`config.mk`:
```
export PLATFORM = sky130hd
export DESIGN_NAME = exp_bias_adder
export DESIGN_NICKNAME = d
export VERILOG_FILES = /design/src/rtl/exp_bias_adder.sv
export SDC_FILE = /design/constraint.sdc
export NUM_CORES = 1
export LEC_CHECK = 0
export ABC_AREA = 1
export CAP_MARGIN = 20
export CORE_ASPECT_RATIO = 0.9
export CORE_MARGIN = 4
export CORE_UTILIZATION = 29
export DETAILED_ROUTE_END_ITERATION = 8
export PLACE_DENSITY_LB_ADDON = 0.15
export SYNTH_ARGS = -nofsm -noshare
export SYNTH_HDL_FRONTEND = slang
export SYNTH_SLANG_ARGS = --single-unit
```
`constraint.sdc`:
```
create_clock -name clk -period 4.15 [get_ports clk]
set_clock_uncertainty 0.1 [all_clocks]
set_input_delay 0.83 -clock clk [delete_from_list [all_inputs] [get_ports clk]]
set_output_delay 0.83 -clock clk [all_outputs]
set_load 0.02 [all_outputs]
```
`src/rtl/exp_bias_adder.sv`:
```
// Two-stage product-exponent adder: exp_out = ea + eb - BIAS with saturation,
// flush-to-zero and zero/inf/NaN operand classification.
module exp_bias_adder #(
    parameter int unsigned EW   = 5,
    parameter int unsigned BIAS = 15
) (
    input  logic          clk,
    input  logic          rst_n,
    input  logic          in_valid,
    output logic          in_ready,
    input  logic [EW-1:0] ea,
    input  logic [EW-1:0] eb,
    output logic          out_valid,
    input  logic          out_ready,
    output logic [EW-1:0] exp_out,
    output logic          ovf,
    output logic          unf,
    output logic          zero,
    output logic          spec,
    output logic          nv
);

    localparam int unsigned SW = EW + 1;
    localparam int unsigned RW = EW + 2;
    localparam logic [EW-1:0]        ONES    = '1;
    localparam logic signed [RW-1:0] RES_MAX = RW'((2 ** EW) - 1);

    logic          run;
    logic          s1_valid;
    logic [SW-1:0] s1_sum;
    logic          s1_zero;
    logic          s1_spec;
    logic          s1_adv;

    logic signed [RW-1:0] res_c;
    logic [EW-1:0]        exp_c;
    logic                 ovf_c;
    logic                 unf_c;
    logic                 nv_c;

    // S1 may move into S2 whenever S2 is empty or its result leaves this cycle
    assign s1_adv   = !out_valid || (out_valid && out_ready);
    assign in_ready = run && (!s1_valid || s1_adv);
    assign res_c    = $signed(RW'(s1_sum) - RW'(BIAS));

    // Priority classification of the S1 sum; spec beats zero beats range checks
    always_comb begin
        exp_c = '0;
        ovf_c = 1'b0;
        unf_c = 1'b0;
        nv_c  = 1'b0;
        if (s1_spec) begin
            exp_c = ONES;
            nv_c  = s1_zero;
        end else if (s1_zero) begin
            exp_c = '0;
        end else if (res_c >= RES_MAX) begin
            exp_c = ONES;
            ovf_c = 1'b1;
        end else if (res_c[RW-1] || (res_c == '0)) begin
            exp_c = '0;
            unf_c = 1'b1;
        end else begin
            exp_c = res_c[EW-1:0];
        end
    end

    // run holds in_ready low until the first edge after reset release
    always_ff @(posedge clk or negedge rst_n) begin
        if (!rst_n) begin
            run      <= 1'b0;
            s1_valid <= 1'b0;
            s1_sum   <= '0;
            s1_zero  <= 1'b0;
            s1_spec  <= 1'b0;
        end else begin
            run <= 1'b1;
            if (in_ready) begin
                s1_valid <= in_valid;
                s1_sum   <= SW'(ea) + SW'(eb);
                s1_zero  <= (ea == '0) || (eb == '0);
                s1_spec  <= (ea == ONES) || (eb == ONES);
            end
        end
    end

    // S2 loads a result or a zeroed bubble; it holds while stalled downstream
    always_ff @(posedge clk or negedge rst_n) begin
        if (!rst_n) begin
            out_valid <= 1'b0;
            exp_out   <= '0;
            ovf       <= 1'b0;
            unf       <= 1'b0;
            zero      <= 1'b0;
            spec      <= 1'b0;
            nv        <= 1'b0;
        end else if (s1_adv) begin
            out_valid <= s1_valid;
            exp_out   <= s1_valid ? exp_c : '0;
            ovf       <= s1_valid && ovf_c;
            unf       <= s1_valid && unf_c;
            zero      <= s1_valid && s1_zero;
            spec      <= s1_valid && s1_spec;
            nv        <= s1_valid && nv_c;
        end
    end

endmodule
```
==> results.sh <==
export IMPL_ys_top_cells_by_area="dfrtp_1 41%, nand2_1 14%, nand3_1 7.5%"
export IMPL_die_h_microns=70.9
export IMPL_power_density_nw_per_um2=402
export IMPL_drt_iter0_drc=41
export IMPL_grt_max_degree=22
export IMPL_synth_warnings=0
export IMPL_final_hold_viol_count=0
export IMPL_synthTopCellsByCount="47 x nand2_1, 24 x inv_1, 21 x dfrtp_1"
export IMPL_seq_area_sq_um=526
export IMPL_arrival_ns=2.59
export IMPL_nNetsFinal=217
export IMPL_cts_setup_buffers=0
export IMPL_synth_main_ff_cell="dfrtp_1"
export IMPL_p_leak_nw=0.829
export IMPL_rsz0062_at_grt="no"
export IMPL_ant_nets=0
export IMPL_ys_ff_latch=21
export IMPL_place_gp_congestion=0.855
export IMPL_die_area_sq_um=5530
export IMPL_vias_per_cell=4.44
export IMPL_cts_root_buffer="clkbuf_8"
export IMPL_num_fill_cells=432
export IMPL_clk_path_buf_depth=2
export IMPL_cp_data_required_time_ns=3.22
export IMPL_drv_cap=0
export IMPL_h_tree_depth=1
export IMPL_syn_to_final_growth_pct=27.8
export IMPL_drc=0
export IMPL_die_w_microns=77.9
export IMPL_clk_pin_slew_worst_paths_ns=0.08
export IMPL_final_setup_viol_count=0
export IMPL_critPathLaunchType="primary input"
export IMPL_synth_most_common_cell="nand2_1"
export IMPL_first_pass_iters=4
export IMPL_dp_slack_ns=0.623
export IMPL_antenna_found_initial=0
export IMPL_drv_slew=0
export IMPL_slew_limit_headroom_pct=37.7
export IMPL_vias=1129
export IMPL_coreArea_sq_um=4160
export IMPL_layout_drive_gt1_share_pct=7.22
export IMPL_grt_overflow=0
export IMPL_synthCells=167
export IMPL_drt_total_wl_microns=2690
export IMPL_start_util_pct=30.7
export IMPL_grt_pass1_vias=1207
export IMPL_post_dp_hpwl_microns=2170
export IMPL_worst_pin_slew_ns=0.931
export IMPL_cts_buffers=3
export IMPL_crit_fanout=12
export IMPL_synth_largest_area_cell="dfrtp_1"
export IMPL_fmax_mhz=284
export IMPL_syn_avg_cell_area_sq_um=7.64
export IMPL_place_area_sq_um=1590
export IMPL_synth_async_sr_flop_share_pct=100
export IMPL_crit_type="in2out"
export IMPL_final_cell_area_sq_um=1630
export IMPL_multiInputGateArea_sq_um=637
export IMPL_synth_top_area_share_pct=41.2
export IMPL_io_pins=26
export IMPL_cts_sinks=21
export IMPL_postCtsHoldBufs=0
export IMPL_diodes=0
export IMPL_wl_per_cell_microns=10.6
export IMPL_clk_latency_ns=0.26
export IMPL_holdCritPathClass="reg2reg"
export IMPL_outcome="completed"
export IMPL_synth_edf_count=0
export IMPL_ys_seq_area_share_pct=41.2
export IMPL_end_kind="output port"
export IMPL_rows=22
export IMPL_holdWs_ns=0.384
export IMPL_io_buffers=25
export IMPL_min_period_over_period_pct=84.8
export IMPL_cts_tree="yes"
export IMPL_grt_pass1_wl_microns=5020
export IMPL_grt_use_total_pct=11.1
export IMPL_syn_num_nets=189
export IMPL_finalSetupTns_ns=0
export IMPL_power_uw=657
export IMPL_syn_area_sq_um=1280
export IMPL_setup_ws_ns=0.632
export IMPL_synth_cell_types=28
export IMPL_peakVddDrop_mv=0.141
export IMPL_min_period_ns=3.52
export IMPL_cts_resized=0
[worst paths after layout]
kind	startpoint	to	slack, ns	cells past startpoint
min in group asynchronous	rst_n	exp_out[1]	0.99	1
worst min-delay path	ovf	ovf	0.38	2
worst min register to register	ovf	ovf	0.38	2
worst max-delay path	out_ready	in_ready	0.63	6
max in group asynchronous	rst_n	s1_sum[3]	2.39	1
worst max register to register	s1_sum[0]	exp_out[2]	2.51	9
[per-stage QoR]
step	std cells	util (%)
after CTS	254	39.3
after detailed placement	250	38.1
after floorplan	167	-
final	254	39.3
after global routing	254	39.3
after global placement	250	38.1
[where the power goes]
part           internal [mW]  switching, mW  total, mW  leakage, nW
logic                  0.106          0.140      0.246        0.540
clock network         0.0668         0.0663      0.133       0.0255
registers              0.244         0.0332      0.278        0.263
total                  0.417          0.240      0.657        0.829
[routing by layer]
layer / share of wire [%] / wire length (microns) / global-route usage [%] / up-vias
li1: - / - / - / 584
met1: 46 / 1240 / 13.4 / 504
met2: 47 / 1270 / 18.6 / 33
met3: 4.1 / 110 / 2.16 / 8
met4: 2.6 / 71 / 5.83 / 0
met5: 0 / 0 / 0 / -
[cell usage in the layout (no fill, tap or decap), types with 2 or more instances in the layout]
cell type and instances:
nand3_1 19, ha_1 7, clkbuf_8 3, dfrtp_1 21, clkdlybuf4s50_1 25, a31oi_1 3
inv_1 24, nand4_1 2, nor2_1 16, inv_2 2, o21ai_0 5, a21oi_1 2
o21ai_1 2, nand2_2 2, nand2_1 47
[worst max-delay path: stages]
cell	delay, ns
clkdlybuf4s50_1	0.44
nor2_4	0.28
inv_2	0.09
o21ai_4	0.24
inv_2	0.14
clkdlybuf4s50_1	0.56
[area by class of cell]
| class | count | share of cell area (%) |
|---|---|---|
| inverter | 26 | 5.98 |
| sequential | 21 | 32.2 |
| multi-input combinational | 118 | 39.0 |
| clock inverter | 1 | 0.307 |
| tap | 60 | 4.60 |
| timing repair buffer | 25 | 15.3 |
| clock buffer | 3 | 2.53 |
[flip-flops by register name (all words and copies together), names as in the netlist]
name and cells:
s1_sum 6, zero 1, exp_out 5, unf 1, run 1, s1_spec 1
spec 1, nv 1, s1_zero 1, s1_valid 1, ovf 1, out_valid 1
[logic make-up (layout without fill, tap and decap cells)]
| group | count (synthesis) | in the layout | synth area share (%) |
|---|---|---|---|
| and+or+nand+nor | 92 | 92 | 32.0 |
| DFF | 21 | 21 | 41.2 |
| adders and majority gates | 8 | 8 | 8.43 |
| xor gates and xnor gates | 2 | 2 | 1.37 |
| AOI/OAI and AO/OA | 15 | 15 | 7.84 |
| other | 1 | 1 | 0.294 |
| buffers and inverters | 28 | 55 | 8.92 |
Power figures use the tool's default switching activity.
